**config.mk**
```make
export PLATFORM = sky130hd
export DESIGN_NAME = ps2_voice_allocator
export DESIGN_NICKNAME = d
export VERILOG_FILES = /design/src/rtl/ps2_piano_pkg.sv /design/src/rtl/voice_search.sv /design/src/rtl/ps2_voice_allocator.sv
export SDC_FILE = /design/constraint.sdc
export NUM_CORES = 1
export LEC_CHECK = 0
export CAP_MARGIN = 20
export CELL_PAD_IN_SITES_DETAIL_PLACEMENT = 0
export CELL_PAD_IN_SITES_GLOBAL_PLACEMENT = 2
export CORE_ASPECT_RATIO = 1.75
export CORE_MARGIN = 2
export CORE_UTILIZATION = 35
export DETAILED_ROUTE_END_ITERATION = 16
export HOLD_SLACK_MARGIN = 0.06
export PLACE_DENSITY = 0.77
export SLEW_MARGIN = 20
export SYNTH_ARGS = -nofsm -noshare
export SYNTH_HDL_FRONTEND = slang
export SYNTH_HIERARCHICAL = 1
export SYNTH_SLANG_ARGS = --single-unit
```
**constraint.sdc**
```tcl
create_clock -name sys_clk -period 3 [get_ports sys_clk]
set_input_delay 0.6 -clock sys_clk [delete_from_list [all_inputs] [get_ports sys_clk]]
set_output_delay 0.6 -clock sys_clk [all_outputs]
set_load 0.005 [all_outputs]
```
**src/rtl/ps2_piano_pkg.sv**
```systemverilog
// ps2_piano_pkg
//   Shared definitions for the PS/2 piano voice path: allocator FSM states,
//   set-2 scan codes of the playable keys, and the scan-code to note map.
//   scan_to_note returns {valid, note[3:0]}; valid=0 for any unmapped code.
package ps2_piano_pkg;

   typedef enum logic [1:0] {
      ST_IDLE,
      ST_LOOKUP,
      ST_SEARCH,
      ST_COMMIT
   } state_t;

   localparam logic [7:0] SC_A = 8'h1C;
   localparam logic [7:0] SC_W = 8'h1D;
   localparam logic [7:0] SC_S = 8'h1B;
   localparam logic [7:0] SC_E = 8'h24;
   localparam logic [7:0] SC_D = 8'h23;
   localparam logic [7:0] SC_F = 8'h2B;
   localparam logic [7:0] SC_T = 8'h2C;
   localparam logic [7:0] SC_G = 8'h34;
   localparam logic [7:0] SC_Y = 8'h35;
   localparam logic [7:0] SC_H = 8'h33;
   localparam logic [7:0] SC_U = 8'h3C;
   localparam logic [7:0] SC_J = 8'h3B;
   localparam logic [7:0] SC_K = 8'h42;

   localparam logic [7:0] BREAK_CODE = 8'hF0;

   function automatic logic [4:0] scan_to_note(input logic [7:0] code);
      logic [4:0] r;
      r = '0;
      case (code)
         SC_A:       r = {1'b1, 4'd0};
         SC_W:       r = {1'b1, 4'd1};
         SC_S:       r = {1'b1, 4'd2};
         SC_E:       r = {1'b1, 4'd3};
         SC_D:       r = {1'b1, 4'd4};
         SC_F:       r = {1'b1, 4'd5};
         SC_T:       r = {1'b1, 4'd6};
         SC_G:       r = {1'b1, 4'd7};
         SC_Y:       r = {1'b1, 4'd8};
         SC_H:       r = {1'b1, 4'd9};
         SC_U:       r = {1'b1, 4'd10};
         SC_J:       r = {1'b1, 4'd11};
         SC_K:       r = {1'b1, 4'd12};
         BREAK_CODE: r = '0;
         default:    r = '0;
      endcase
      return r;
   endfunction

endpackage

```
**src/rtl/voice_search.sv**
```systemverilog
// voice_search
//   Scans one voice per cycle (index 0..NUM_VOICES-1) while enable is high and
//   keeps the first matching active voice, the first inactive voice and the
//   oldest active voice (highest age, lowest index on ties).
//   Ports: sys_clk/reset, clear (restart scan), enable (advance one voice),
//   voice state inputs (active, notes, ages), target note, last (current
//   index is the final voice), and the registered scan results.
module voice_search
   import ps2_piano_pkg::*;
#(
   parameter int NUM_VOICES = 4,
   parameter int NOTE_W     = 4,
   parameter int AGE_W      = 3,
   parameter int IDX_W      = 2
) (
   input  logic                         sys_clk,
   input  logic                         reset,
   input  logic                         clear,
   input  logic                         enable,
   input  logic [NUM_VOICES-1:0]        active,
   input  logic [NUM_VOICES*NOTE_W-1:0] notes,
   input  logic [NUM_VOICES*AGE_W-1:0]  ages,
   input  logic [NOTE_W-1:0]            target,
   output logic                         last,
   output logic                         match_found,
   output logic [IDX_W-1:0]             match_idx,
   output logic                         free_found,
   output logic [IDX_W-1:0]             free_idx,
   output logic [IDX_W-1:0]             oldest_idx
);

   logic [IDX_W-1:0]  idx;
   logic              cur_active;
   logic [NOTE_W-1:0] cur_note;
   logic [AGE_W-1:0]  cur_age;
   logic              oldest_found;
   logic [AGE_W-1:0]  oldest_age;

   always_comb begin
      cur_active = active[idx];
      cur_note   = notes[idx*NOTE_W +: NOTE_W];
      cur_age    = ages[idx*AGE_W +: AGE_W];
      last       = (idx == IDX_W'(NUM_VOICES - 1));
   end

   always_ff @(posedge sys_clk) begin
      if (reset || clear) begin
         idx          <= '0;
         match_found  <= 1'b0;
         match_idx    <= '0;
         free_found   <= 1'b0;
         free_idx     <= '0;
         oldest_found <= 1'b0;
         oldest_idx   <= '0;
         oldest_age   <= '0;
      end else if (enable) begin
         if (cur_active && !match_found && cur_note == target) begin
            match_found <= 1'b1;
            match_idx   <= idx;
         end
         if (!cur_active && !free_found) begin
            free_found <= 1'b1;
            free_idx   <= idx;
         end
         // Strict '>' keeps the lowest index on equal ages.
         if (cur_active && (!oldest_found || cur_age > oldest_age)) begin
            oldest_found <= 1'b1;
            oldest_idx   <= idx;
            oldest_age   <= cur_age;
         end
         idx <= last ? '0 : idx + IDX_W'(1);
      end
   end

endmodule

```
**src/rtl/ps2_voice_allocator.sv**
```systemverilog
// ps2_voice_allocator
//   Polyphony controller: accepts PS/2 make/break events, maps set-2 scan codes
//   to notes and assigns notes to NUM_VOICES tone-generator voices, stealing
//   the oldest voice when all are busy.
//   Ports: sys_clk, reset (sync, active-high); ev_valid/ev_ready handshake with
//   ev_break/ev_code; voice_active, voice_note (voice i at [i*NOTE_W +: NOTE_W]),
//   voice_trig and steal_pulse (one-cycle registered pulses).
module ps2_voice_allocator
   import ps2_piano_pkg::*;
#(
   parameter int NUM_VOICES = 4,
   parameter int NOTE_W     = 4,
   parameter int AGE_W      = 3
) (
   input  logic                         sys_clk,
   input  logic                         reset,
   input  logic                         ev_valid,
   output logic                         ev_ready,
   input  logic                         ev_break,
   input  logic [7:0]                   ev_code,
   output logic [NUM_VOICES-1:0]        voice_active,
   output logic [NUM_VOICES*NOTE_W-1:0] voice_note,
   output logic [NUM_VOICES-1:0]        voice_trig,
   output logic                         steal_pulse
);

   localparam int IDX_W = $clog2(NUM_VOICES);
   localparam logic [AGE_W-1:0] AGE_MAX = AGE_W'(NUM_VOICES - 1);

   state_t state, state_nxt;

   logic [7:0]        code_q;
   logic              brk_q;
   logic [NOTE_W-1:0] note_q;
   logic              lk_valid;
   logic [3:0]        lk_note;

   logic [NUM_VOICES-1:0] active;
   logic [NOTE_W-1:0]     note_r [NUM_VOICES];
   logic [AGE_W-1:0]      age    [NUM_VOICES];
   logic [NUM_VOICES-1:0] trig;
   logic                  steal;

   logic [NUM_VOICES*NOTE_W-1:0] notes_flat;
   logic [NUM_VOICES*AGE_W-1:0]  ages_flat;

   logic             srch_last;
   logic             match_found, free_found;
   logic [IDX_W-1:0] match_idx, free_idx, oldest_idx;

   logic             do_assign, do_release;
   logic [IDX_W-1:0] tgt_idx;

   always_comb begin
      {lk_valid, lk_note} = scan_to_note(code_q);
   end

   always_comb begin
      notes_flat = '0;
      ages_flat  = '0;
      for (int unsigned i = 0; i < NUM_VOICES; i++) begin
         notes_flat[i*NOTE_W +: NOTE_W] = note_r[i];
         ages_flat[i*AGE_W +: AGE_W]    = age[i];
      end
   end

   voice_search #(
      .NUM_VOICES (NUM_VOICES),
      .NOTE_W     (NOTE_W),
      .AGE_W      (AGE_W),
      .IDX_W      (IDX_W)
   ) u_search (
      .sys_clk     (sys_clk),
      .reset       (reset),
      .clear       (state == ST_LOOKUP),
      .enable      (state == ST_SEARCH),
      .active      (active),
      .notes       (notes_flat),
      .ages        (ages_flat),
      .target      (note_q),
      .last        (srch_last),
      .match_found (match_found),
      .match_idx   (match_idx),
      .free_found  (free_found),
      .free_idx    (free_idx),
      .oldest_idx  (oldest_idx)
   );

   always_ff @(posedge sys_clk) begin
      if (reset) state <= ST_IDLE;
      else       state <= state_nxt;
   end

   always_comb begin
      state_nxt  = state;
      ev_ready   = 1'b0;
      do_assign  = 1'b0;
      do_release = 1'b0;
      tgt_idx    = free_found ? free_idx : oldest_idx;
      case (state)
         ST_IDLE: begin
            ev_ready = 1'b1;
            if (ev_valid) state_nxt = ST_LOOKUP;
         end
         ST_LOOKUP: state_nxt = lk_valid ? ST_SEARCH : ST_IDLE;
         ST_SEARCH: if (srch_last) state_nxt = ST_COMMIT;
         ST_COMMIT: begin
            state_nxt  = ST_IDLE;
            do_assign  = !brk_q && !match_found;
            do_release = brk_q && match_found;
         end
         default: state_nxt = ST_IDLE;
      endcase
   end

   always_ff @(posedge sys_clk) begin
      if (reset) begin
         code_q <= '0;
         brk_q  <= 1'b0;
         note_q <= '0;
         active <= '0;
         trig   <= '0;
         steal  <= 1'b0;
         for (int unsigned i = 0; i < NUM_VOICES; i++) begin
            note_r[i] <= '0;
            age[i]    <= '0;
         end
      end else begin
         trig  <= '0;
         steal <= do_assign && !free_found;
         if (state == ST_IDLE && ev_valid) begin
            code_q <= ev_code;
            brk_q  <= ev_break;
         end
         if (state == ST_LOOKUP) note_q <= NOTE_W'(lk_note);
         for (int unsigned i = 0; i < NUM_VOICES; i++) begin
            if (do_assign) begin
               if (IDX_W'(i) == tgt_idx) begin
                  active[i] <= 1'b1;
                  note_r[i] <= note_q;
                  age[i]    <= '0;
                  trig[i]   <= 1'b1;
               end else if (active[i] && age[i] != AGE_MAX) begin
                  age[i] <= age[i] + AGE_W'(1);
               end
            end else if (do_release && IDX_W'(i) == match_idx) begin
               active[i] <= 1'b0;
               age[i]    <= '0;
            end
         end
      end
   end

   assign voice_active = active;
   assign voice_note   = notes_flat;
   assign voice_trig   = trig;
   assign steal_pulse  = steal;

endmodule

```
==> results.rst <==
.. list-table::
   :header-rows: 1

   * - Metric
     - Value
   * - Status
     - finished, final reports clean
   * - Worst vdd ir
     - approximately 0.26 mV
   * - Antenna diodes
     - 0
   * - Total of warnings raised by yosys
     - 6
   * - Global-route wire length before repair
     - between 10 and 15 mm
   * - Crit path max-delay cell type
     - sky130_fd_sc_hd__mux4_1
   * - Pwr Density
     - 523 nW/um^2
   * - Minimum clock period after layout
     - roughly 2500 ps
   * - Hold_buf cts
     - 0
   * - Critical path cell sequence
     - buf_4, mux4_1, inv_1, ha_1, nand3_1, o21ai_0, a21oi_2, mux2i_1, nor2_1
   * - Top cell type's share of synthesized area
     - 25.7%
   * - Setup TNS
     - 0 ps
   * - Share of post-route cells with drive strength above 1
     - 8.22%
   * - Number of max-slew violations in the final report
     - 0
   * - Cell types occupying the most area after synthesis
     - sky130_fd_sc_hd__edfxtp_1 26%, sky130_fd_sc_hd__dfxtp_1 23%, sky130_fd_sc_hd__mux4_1 5.6%, sky130_fd_sc_hd__nor2_1 4.8%, sky130_fd_sc_hd__ha_1 4.6%
   * - Clock buffers created by TritonCTS
     - 9
   * - CTS Root Cell
     - sky130_fd_sc_hd__clkbuf_16
   * - Dominant register cell in the synthesized netlist
     - sky130_fd_sc_hd__dfxtp_1
   * - Clock transition at the register clock pins on the worst setup and hold paths after CTS
     - ~50 ps
   * - Nets@finish
     - roughly 370
   * - Post-synth EDFFs
     - 28
   * - Maximum achievable frequency
     - 402 MHz
   * - Drt first-iter violations
     - about 150
   * - Rel. slew slack
     - 44.4%
   * - Vertical die dimension
     - 132 um
   * - Stage delay of the slowest cell on the critical path
     - roughly 600 ps
   * - IO buf count
     - 37
   * - Proportion of register bits with asynchronous set or reset after synthesis
     - 0%
   * - List of most frequent post-synthesis cells
     - 42 x sky130_fd_sc_hd__nor2_1, 38 x sky130_fd_sc_hd__dfxtp_1, 28 x sky130_fd_sc_hd__edfxtp_1
   * - Die outline area
     - 10200 um^2
   * - Antenna violations before repair
     - 0
   * - Tightest Hold Check Type
     - reg2reg
   * - Count of boundary I/O pins
     - 38
   * - Worst slew pin tran
     - 826 ps
   * - Critical path fanouts, max
     - 12
   * - Cts repair resizes
     - 0
   * - GR Util All Layers
     - between 10% and 20%
   * - Max Cap Violations
     - 0
   * - Row cnt
     - 46
   * - Share of the yosys chip area belonging to registers
     - 49.0%
   * - Effective utilization at floorplan
     - between 30% and 40%
   * - Cell taking the most area after synthesis
     - sky130_fd_sc_hd__edfxtp_1
   * - Largest net degree at the start of global routing
     - 17
   * - Cell area after synthesis
     - between 3000 and 4000 um^2
   * - Count of endpoints failing hold in the final timing report
     - 0
   * - Sink count of the clock tree
     - 66
   * - Syn-to-layout area delta
     - 23.4%
   * - Crit path arrival time
     - 2700 ps
   * - Cells on worst reg2reg path
     - 9
   * - Final ANT Viol Nets
     - 0
   * - Fraction of the cycle the final worst path needs
     - between 80 and 90%
   * - Vias per cell
     - 5.01
   * - Final worst-path setup slack
     - ~510 ps
   * - Core footprint
     - roughly 9000 um^2
   * - Clock tree from TritonCTS
     - built
   * - Remaining routing DRC violations
     - 0
   * - Fin util
     - ~44%
   * - Logic depth of the worst path, buffers included
     - 9
   * - Estimated wirelength of the detail-placed design
     - 6.23 mm
   * - Average wire length per cell after detail routing
     - around 17 um
   * - FF+latch count, synth
     - 66
   * - Final Routed Wirelength
     - 7.97 mm
   * - Startpoint kind of the worst setup timing path
     - flip-flop
   * - Unrepaired setup endpoints after global routing
     - no
   * - Critical path buffers and inverters
     - 2
   * - Distinct cell type count of the synthesized netlist
     - 50
   * - Count leader, synth
     - sky130_fd_sc_hd__nor2_1
   * - Instance count along the most critical hold path
     - 2
   * - Chip width
     - 77.1 um
   * - Worst skew pair latency
     - 330 ps
   * - Category of the most critical setup path
     - reg2reg
   * - Final weighted congestion in routability-driven placement
     - approximately 0.83
   * - Nets in the synthesized netlist
     - around 330
   * - Remaining Overflow, GRT
     - 0
   * - Cell Area, Placed
     - 3760 um^2
   * - Synth Area per Inst
     - ~11 um^2
   * - Detailed-route via count
     - about 2.4k
   * - H-tree level count
     - 3
   * - CP delay by family, top
     - multiplexers
   * - Worst hold slack
     - roughly 500 ps
   * - Setup bufs post-CTS
     - 0
   * - Cell count after synthesis
     - slightly above 300
   * - Number of global-route vias before repair
     - ~2.4k
   * - Static Leak
     - about 1.5 nW
   * - Kind of capture point of the worst setup path
     - flip-flop
   * - Crit path required time
     - 3210 ps
   * - Longest Clk Path Bufs
     - 2
   * - Number of iterations in the first detailed-routing pass
     - 4
   * - Post-route design area
     - 4040 um^2
   * - Worst Skew
     - 5.57 ps
   * - Post-Place Worst Slack
     - about 500 ps
   * - Setup violation total in the final timing report
     - 0
[through the flow]
step                      std cells  power [mW]
after global placement          457        1.13
after detailed placement        457        1.13
after floorplan                 310        1.07
after global routing            473        2.18
final                           473        2.11
after CTS                       473        2.13
[where the power goes]
group / leakage (nW) / internal [mW] / switching, mW / total, mW
Clock: 0.138 / 0.638 / 0.363 / 1.00
Combinational: 0.725 / 0.0608 / 0.0582 / 0.119
Sequential: 0.597 / 0.960 / 0.0327 / 0.992
[worst register-to-register path, delay by kind of cell, from the launching register on]
kind,cells,cell delay [ps]
AOI/OAI and AO/OA,2,500
adders and majority gates,1,220
buffers and inverters,2,320
DFF,1,370
muxes,2,850
and+or+nand+nor,2,120
[routing by layer]
layer  wire, um  track usage [%]  vias to the layer above
met4        213             7.74                        0
met5          0                0                        -
met1       3100             17.2                     1125
met3        206             3.84                       15
met2       4450             30.6                       40
li1           -                -                     1192
[registers in the layout, indices dropped and copies added, names as in the netlist, 2 cells and up, named ones only]
name / count
voice_active: 4
u_search/match_idx: 2
u_search/oldest_age: 3
age: 12
u_search/free_idx: 2
note_q: 4
note_r: 16
u_search/oldest_idx: 2
code_q: 8
u_search/idx: 2
voice_trig: 4
[cells by family (layout without fill, tap and decap cells)]
| family | count (synthesis) | count (layout) | synth area share, % |
|---|---|---|---|
| xor+xnor | 5 | 5 | 1.34 |
| mux | 22 | 22 | 10.6 |
| fa+ha+maj | 12 | 12 | 4.59 |
| buf+inv | 29 | 72 | 3.71 |
| compound gates | 40 | 40 | 7.84 |
| flops | 66 | 66 | 49.0 |
| simple gates | 136 | 136 | 22.9 |
[final timing paths]
| check | from | endpoint | slack [ps] |
|---|---|---|---|
| hold reg to reg | u_search/oldest_found | u_search/oldest_found | 500 |
| setup / recovery | u_search/idx[0] | u_search/oldest_idx[1] | 510 |
| hold / removal | u_search/oldest_found | u_search/oldest_found | 500 |
| setup reg to reg | u_search/idx[0] | u_search/oldest_idx[1] | 510 |
[final cells by class]
type                    instances  area (um^2)
fillers                       907         5060
flip-flops and latches         66         1600
well taps                     120          150
inverters                      15         56.3
clock inverters                 4         43.8
multi-input cells             215         1550
repair buffers                 41          400
clock buffers                  12          236
[layout by cell type, fill, tap and decap left out, drive strengths merged, types with 2 or more instances in the layout]
cell type	n
a211oi	2
a21o	2
a21oi	13
a31o	3
a31oi	3
and2	18
buf	4
clkbuf	12
clkdlybuf4s50	37
clkinv	3
dfxtp	38
edfxtp	28
ha	12
inv	15
mux2i	13
mux4	8
nand2	28
nand3	7
nand3b	6
nand4	2
nor2	42
nor2b	5
nor3	5
nor3b	4
nor4	2
nor4b	4
o21ai	9
o22ai	2
o32ai	2
or4b	4
xnor2	4
(Power assumes the default switching activity.)
